===== src/rtl/serial_pkg.sv =====
// Shared serial-link constants and types, used by both the transmitter and the paired receiver.
package serial_pkg;

  localparam int unsigned DATA_BITS  = 8;
  localparam int unsigned FRAME_BITS = 9;
  localparam int unsigned CNT_W      = 4;
  localparam int unsigned FCNT_W     = 16;

  localparam logic TERM_BIT = 1'b0;

  typedef logic [DATA_BITS-1:0] data_t;

  localparam data_t IDLE_WORD_DEFAULT = 8'h00;

  // bit_cnt value that carries the terminator; leaving it marks the frame boundary
  localparam logic [CNT_W-1:0] LAST_BIT = CNT_W'(FRAME_BITS - 1);

endpackage


===== src/rtl/transmit_if.sv =====
// Valid/ready word handshake between a byte source and the serial transmitter.
interface transmit_if;
  import serial_pkg::*;

  data_t word;
  logic  word_valid;
  logic  word_ready;

  modport master (output word, output word_valid, input word_ready);
  modport slave  (input word, input word_valid, output word_ready);

endinterface


===== src/rtl/transmit_tx_hold_buf.sv =====
// One-entry holding buffer: accepts a word when empty, releases it on pop.
module tx_hold_buf
  import serial_pkg::*;
(
  input  logic  clk,
  input  logic  rst,
  input  data_t push_data,
  input  logic  push_valid,
  output logic  ready,
  output logic  full_c,
  output data_t data,
  input  logic  pop
);

  // Push and pop never coincide: pop only happens while full, push only while empty
  always_ff @(posedge clk) begin
    if (rst) begin
      ready <= 1'b1;
      data  <= '0;
    end else if (push_valid && ready) begin
      ready <= 1'b0;
      data  <= push_data;
    end else if (pop) begin
      ready <= 1'b1;
    end
  end

  assign full_c = ~ready;

endmodule


===== src/rtl/transmit.sv =====
// Continuous 9-bit serial frame transmitter (8 data bits MSB first + 0 terminator).
// Optional TRANSMIT_FRAME_CNT_EN adds a 16-bit count of completed user frames.
module transmit
  import serial_pkg::*;
#(
  parameter data_t IDLE_WORD = IDLE_WORD_DEFAULT
) (
  input  logic            clk,
  input  logic            rst,
  transmit_if.slave       bus,
  output logic            txd,
  output logic            sent
`ifdef TRANSMIT_FRAME_CNT_EN
  ,
  output logic [FCNT_W-1:0] frame_count
`endif
);

  logic [CNT_W-1:0] bit_cnt, bit_cnt_n;
  data_t            shift_reg, shift_n;
  logic             user_q, user_n;
  logic             sent_n, txd_n;
  logic             pop_c;
  logic             buf_ready, buf_full_c;
  data_t            buf_data;

  tx_hold_buf u_hold_buf (
    .clk        (clk),
    .rst        (rst),
    .push_data  (bus.word),
    .push_valid (bus.word_valid),
    .ready      (buf_ready),
    .full_c     (buf_full_c),
    .data       (buf_data),
    .pop        (pop_c)
  );

  assign bus.word_ready = buf_ready;

  // Next frame position; reload from buffer or IDLE_WORD at the boundary
  always_comb begin
    bit_cnt_n = bit_cnt + CNT_W'(1);
    shift_n   = {shift_reg[DATA_BITS-2:0], 1'b0};
    user_n    = user_q;
    sent_n    = 1'b0;
    pop_c     = 1'b0;
    if (bit_cnt == LAST_BIT) begin
      bit_cnt_n = '0;
      sent_n    = user_q;
      if (buf_full_c) begin
        shift_n = buf_data;
        user_n  = 1'b1;
        pop_c   = 1'b1;
      end else begin
        shift_n = IDLE_WORD;
        user_n  = 1'b0;
      end
    end
    txd_n = (bit_cnt_n == LAST_BIT) ? TERM_BIT : shift_n[DATA_BITS-1];
  end

  // txd is registered from the next-state decode so it has no input-to-output path
  always_ff @(posedge clk) begin
    if (rst) begin
      bit_cnt   <= '0;
      shift_reg <= IDLE_WORD;
      user_q    <= 1'b0;
      sent      <= 1'b0;
      txd       <= IDLE_WORD[DATA_BITS-1];
    end else begin
      bit_cnt   <= bit_cnt_n;
      shift_reg <= shift_n;
      user_q    <= user_n;
      sent      <= sent_n;
      txd       <= txd_n;
    end
  end

`ifdef TRANSMIT_FRAME_CNT_EN
  always_ff @(posedge clk) begin
    if (rst) begin
      frame_count <= '0;
    end else if (sent_n) begin
      frame_count <= frame_count + FCNT_W'(1);
    end
  end
`endif

endmodule


===== src/flat_wrapper.sv =====
// flat-port wrapper written by rule: the top's interface ports become plain ports
module transmit_flat import serial_pkg::*;
#(
  parameter data_t IDLE_WORD = IDLE_WORD_DEFAULT
)
  (clk, rst, txd, sent, bus_word, bus_word_valid, bus_word_ready);
  transmit_if bus_i ();
  input  logic clk;
  input  logic rst;
  output logic txd;
  output logic sent;
  input wire logic [$bits(bus_i.word)-1:0] bus_word;
  input wire logic [$bits(bus_i.word_valid)-1:0] bus_word_valid;
  output wire logic [$bits(bus_i.word_ready)-1:0] bus_word_ready;
  assign bus_i.word = bus_word;
  assign bus_i.word_valid = bus_word_valid;
  assign bus_word_ready = bus_i.word_ready;
  transmit #(.IDLE_WORD(IDLE_WORD)) u_core (.clk(clk), .rst(rst), .bus(bus_i), .txd(txd), .sent(sent));
endmodule

===== config.mk =====
export PLATFORM = sky130hd
export DESIGN_NAME = transmit_flat
export DESIGN_NICKNAME = d
export VERILOG_FILES = /design/src/rtl/serial_pkg.sv /design/src/rtl/transmit_if.sv /design/src/rtl/transmit_tx_hold_buf.sv /design/src/rtl/transmit.sv /design/src/flat_wrapper.sv
export SDC_FILE = /design/constraint.sdc
export NUM_CORES = 1
export LEC_CHECK = 0
export CAP_MARGIN = 20
export CORE_MARGIN = 4
export CORE_UTILIZATION = 47
export CTS_BUF_LIST = sky130_fd_sc_hd__clkbuf_8
export CTS_CLUSTER_DIAMETER = 120
export DETAILED_ROUTE_END_ITERATION = 7
export PLACE_DENSITY_LB_ADDON = 0.2
export SKIP_CTS_REPAIR_TIMING = 1
export SLEW_MARGIN = 0
export SYNTH_ARGS = -nofsm -noshare
export SYNTH_HDL_FRONTEND = slang
export SYNTH_SLANG_ARGS = --single-unit

===== constraint.sdc =====
create_clock -name clk -period 2 [get_ports clk]
set_clock_uncertainty 0.1 [all_clocks]
set_input_delay 0.4 -clock clk [delete_from_list [all_inputs] [get_ports clk]]
set_output_delay 0.4 -clock clk [all_outputs]
set_load 0.01 [all_outputs]

======== Word level (Yosys, flattened, before mapping) ========
Cells that the tools add are included.
cells by class
  add/subtract/negate cells ............... 1
  $mul .................................... 0
  order comparisons ....................... 0
  eq/ne operators ......................... 2
  divide/modulo/power cells ............... 0
  shift-type cells ........................ 0
  muxes and demuxes ....................... 7
  reductions and logical operators ........ 5
  bitwise operators ....................... 1
operators with widths
  kind                                                            count
  8-bit two-way mux                                               2
  4-bit == test (second input constant)                           2
  4-bit by 1-bit adder with 4-bit output (second input constant)  1
  1-bit two-way mux                                               4
  4-bit two-way mux                                               1
  2-bit OR reduction                                              2
  3-bit OR reduction                                              1
  2-bit nonzero test                                              1
  1-bit logical AND                                               1
  1-bit inverter                                                  1
word-level totals
  memories ................................ 0
  bits in read-only memories .............. 0
  output and inout bits ................... 3
  input port bits ......................... 11
  latch bits .............................. 0
  memory bits (writable) .................. 0
  register bits after elaboration ......... 23

======== Logic depth before layout (Yosys ltp) ========
  word-level depth ........................ 4
  depth in mapped cells ................... 6
  mapped depth without buffers ............ 5

======== By module ========
Synthesis repeated with hierarchy kept, for this count alone.
second synthesis, totals
  cells, all modules ...................... 92
  area total of the unflattened synthesis .. 958.4 µm²
modules (own cells, without submodules)
  module       instances  sequential area each (µm²)  cells an instance  area each (µm²)
  transmit     1          280.3                       50                 548.0
  tx_hold_buf  1          180.2                       42                 410.4

======== Least setup slack after synthesis ========
OpenSTA, ideal clock, no wires.
  kind .................................... reg-to-reg
  start ................................... register u_core.bit_cnt[0]
  end ..................................... register u_core.txd
  cell stages (with the launch flop) ...... 7
  path slack .............................. 538 ps
  data arrival time ....................... 1271 ps
  library setup time ...................... 91 ps
  required time ........................... 1809 ps
  cells stage by stage .................... dfxtp_1 inv_1 ha_1 and3b_1 buf_6 mux2i_1 a311oi_1
on the way
  longest elaborated chain between the ends .. 4
RTL lines
  item                                                                     RTL line                        text
  from (decl)                                                              transmit.sv:19                  logic [CNT_W-1:0] bit_cnt, bit_cnt_n;
  from (signal assigned)                                                   transmit.sv:71                  bit_cnt <= bit_cnt_n;
  4-bit by 1-bit adder with 4-bit output or 4-bit == test (tied branches)  transmit.sv:42, transmit.sv:47
  4-bit two-way mux                                                        transmit.sv:47                  if (bit_cnt == LAST_BIT) begin
  4-bit == test                                                            transmit.sv:59                  txd_n = (bit_cnt_n == LAST_BIT) ? TERM_BIT : shift_n[DATA_BITS-1];
  2-bit OR reduction (no line)                                             -
  to (signal assigned)                                                     transmit.sv:69                  txd <= IDLE_WORD[DATA_BITS-1];
  to (signal assigned)                                                     transmit.sv:75                  txd <= txd_n;
  to (decl)                                                                transmit.sv:11                  output logic txd,
Several ways; a longest one is shown, not always the timed one.
A chain may end at the register's enable or synchronous reset.

======== Worst setup path after layout ========
  start ................................... register u_core.u_hold_buf.ready
  end ..................................... output bus_word_ready
RTL lines
  item                    RTL line                    text
  from (decl)             transmit_tx_hold_buf.sv:9   output logic ready,
  from (signal assigned)  transmit_tx_hold_buf.sv:18  ready <= 1'b1;
  from (signal assigned)  transmit_tx_hold_buf.sv:21  ready <= 1'b0;
  from (signal assigned)  transmit_tx_hold_buf.sv:24  ready <= 1'b1;
  to (decl)               flat_wrapper.sv:14          output wire logic [$bits(bus_i.word_ready)-1:0] bus_word_ready;
No word-level cell between the ends.

==> flow_summary.yaml <==
logic_synthesis:
  synthesis.instances: 101
  synth_commonest_cells: "dfxtp_1 (23), nand2_1 (17), a21oi_1 (15)"
  yosysWarningCount: 0
  synth_area_leaders: "dfxtp_1 (51%), a21oi_1 (8.4%), nand2_1 (7.1%), nand3b_1 (5.9%), nand3_1 (4.5%)"
  synth-seq-area-share_pct: 51.3
  avgSynthCellArea_um2: 8.88
  ys_seq_elements: 23
  synth_top_cell_by_area: "dfxtp_1"
  ys_types: 25
  synthArstFlopShare_pct: 0
  ys.flop_type: "dfxtp_1"
  synth.most_common_cell: "dfxtp_1"
  synth_nets: 114
  synth_top_area_share_pct: 51.3
  synth_edf_count: 0
  synth_area_um2: 897
cells_and_area:
  drive_above_1_share_pct: 6.90
  diodes: 0
  area_growth_pct: 23.0
  seq_area_um2: 460
  stdcell_area_um2: 1100
  largest_reg_flops: 8
  nNetsFinal: 130
  multi_input_area_um2: 398
  fillers: 176
  stdcell_count: 141
floorplan:
  fp.dieH_um: 51.7
  num_rows: 15
  die_area_um2: 2670
  ios: 14
  core-area_um2: 1760
  initial_utilization_pct: 50.9
  die_w_um: 51.7
drt:
  vias_per_cell: 5.16
  firstDrtPassIters: 4
  vias: 727
  drt_iter0_markers: 13
  drt_wl_total_um: 1690
  drc: 0
  routedWlPerCell_um: 12.0
  drt.antenna.violating_nets: 0
worst_setup_path:
  worst-path-max-fanout: 2
  worst_ep_arrival_time_ns: 1.14
  r2r_start: "u_core.bit_cnt[0]$_SDFF_PP0_"
  rrSetupSlack_ns: 0.37
  cp.buffers_inverters: 1
  cp-startpoint: "u_core.u_hold_buf.ready$_SDFFE_PP1P_"
  crit_chain: "clkdlybuf4s50_1"
  cpPeakStageDelay_ns: 0.54
  start_kind: "register"
  reg2reg_depth: 5
  r2r-end: "u_core.txd$_SDFF_PP0_"
  crit_family: "buffers and inverters"
  endpoint: "bus_word_ready"
  worst_setup_path_end_kind: "output pin"
  criticalPathCategory: "register to output pin"
  critical-path-slowest-cell: "clkdlybuf4s50_1"
  crit_required_ns: 1.50
  crit_cells: 1
power_and_ir_drop:
  ir_drop_mv: 0.447
  p_seq_share_pct: 57.0
  sw_frac_of_total_pct: 22.5
  clkPwrFrac_pct: 32.5
  switching_power_w: 0.000191
  combPwrFrac_pct: 10.5
  power_density_nw_per_um2: 772
  leakage_nw: 0.392
  internal_power_w: 0.000660
clocking:
  tritoncts: "done"
  cts_buffer_depth: 2
  ctsHtreeMaxLevel: 1
  clock_latency_ns: 0.26
  cts_sinks: 23
  cts_buffers: 3
  path_clk_slew_ns: 0.08
  cts-root-buf: "clkbuf_8"
global_routing:
  antenna_found_initial: 0
  grt_pass1_wl_um: 3080
  grt_usage_pct: 15.9
  grt_max_degree: 20
  first_global_vias: 704
  overflow: 0
timing:
  setup_viol: 0
  rsz0062_at_grt: "false"
  min_period_ns: 1.64
  tightest_slew_ns: 0.436
  fmaxAchievable_ghz: 0.610
  post-route-period-util_pct: 82.0
  slew_headroom_pct: 70.9
  fin_hold_ws_ns: 0.338
  setup_tns_ns: 0
  final.setup.worst_slack_ns: 0.359
  hold_viol_final: 0
  drv_slew: 0
placement:
  portBuffers: 13
  dp_slack_ns: 0.383
  dp_hpwl_um: 1230
  globalplace.congestion: 0.725
  placed_cells: 137
  place_area_um2: 1060
worst_hold_path:
  min_path_type: "register to register"
status:
  outcome: "completed"
job:
  drv_cap: 0
## power groups by stage
stage          sequential (W)  combinational [W]  clock, W
2_1_floorplan        0.000494          0.0000501         0
3_3_place_gp         0.000496          0.0000884         0
3_5_place_dp         0.000496          0.0000899         0
4_1_cts              0.000486          0.0000902  0.000285
5_1_grt              0.000489           0.000101  0.000305
6_report             0.000486          0.0000891  0.000277
## layout by cell type, fill, tap and decap left out, types with 2 or more instances in the layout
master / instances
nand3_1: 8
nor2b_1: 5
nor2_1: 3
ha_1: 2
clkdlybuf4s50_1: 13
nand2_1: 17
inv_1: 2
a21oi_1: 15
buf_4: 4
dfxtp_1: 23
clkbuf_8: 3
nand3b_1: 7
## stage by stage
stage / utilization, % / power, W
floorplan: - / 0.000544
global placement: 59.9 / 0.000584
detailed placement: 59.9 / 0.000586
CTS: 62.6 / 0.000861
global route: 62.6 / 0.000895
finish: 62.6 / 0.000851
## final cells by class
cell class / count / area share [%]
sequential: 23 / 41.7
tap: 25 / 2.83
timing repair buffer: 17 / 14.5
inverter: 2 / 0.680
multi-input combinational: 70 / 36.1
clock inverter: 1 / 0.454
clock buffer: 3 / 3.74
## worst min-delay path by stage
stage / startpoint / end / slack (ns) / cells after the start
after CTS: u_core.shift_reg[5]$_SDFF_PP0_ / u_core.shift_reg[6]$_SDFF_PP0_ / 0.34 / 2
final: u_core.shift_reg[1]$_SDFF_PP0_ / u_core.shift_reg[2]$_SDFF_PP0_ / 0.34 / 2
after global placement: u_core.shift_reg[0]$_SDFF_PP0_ / u_core.shift_reg[1]$_SDFF_PP0_ / 0.33 / 2
after detailed placement: u_core.shift_reg[5]$_SDFF_PP0_ / u_core.shift_reg[6]$_SDFF_PP0_ / 0.33 / 2
after global routing: u_core.shift_reg[4]$_SDFF_PP0_ / u_core.shift_reg[5]$_SDFF_PP0_ / 0.35 / 2
after floorplan: u_core.shift_reg[0]$_SDFF_PP0_ / u_core.shift_reg[1]$_SDFF_PP0_ / 0.32 / 2
## routing by layer
metal | vias to the layer above | track usage, % | routed length [um]
met5 | - | 0 | 0
met4 | 0 | 7.86 | 19
met3 | 2 | 5.16 | 80
met2 | 12 | 26.3 | 790
met1 | 334 | 18.5 | 803
li1 | 379 | - | -
## cells by family after synthesis
group | synth area share [%]
multiplexers | 1.12
flip-flops | 51.3
AO/OA/AOI/OAI | 11.6
buffers and inverters | 4.32
adder cells (fa/ha/maj) | 2.79
AND/OR/NAND/NOR | 28.9
Note: power is estimated with default switching activity, not from simulation.
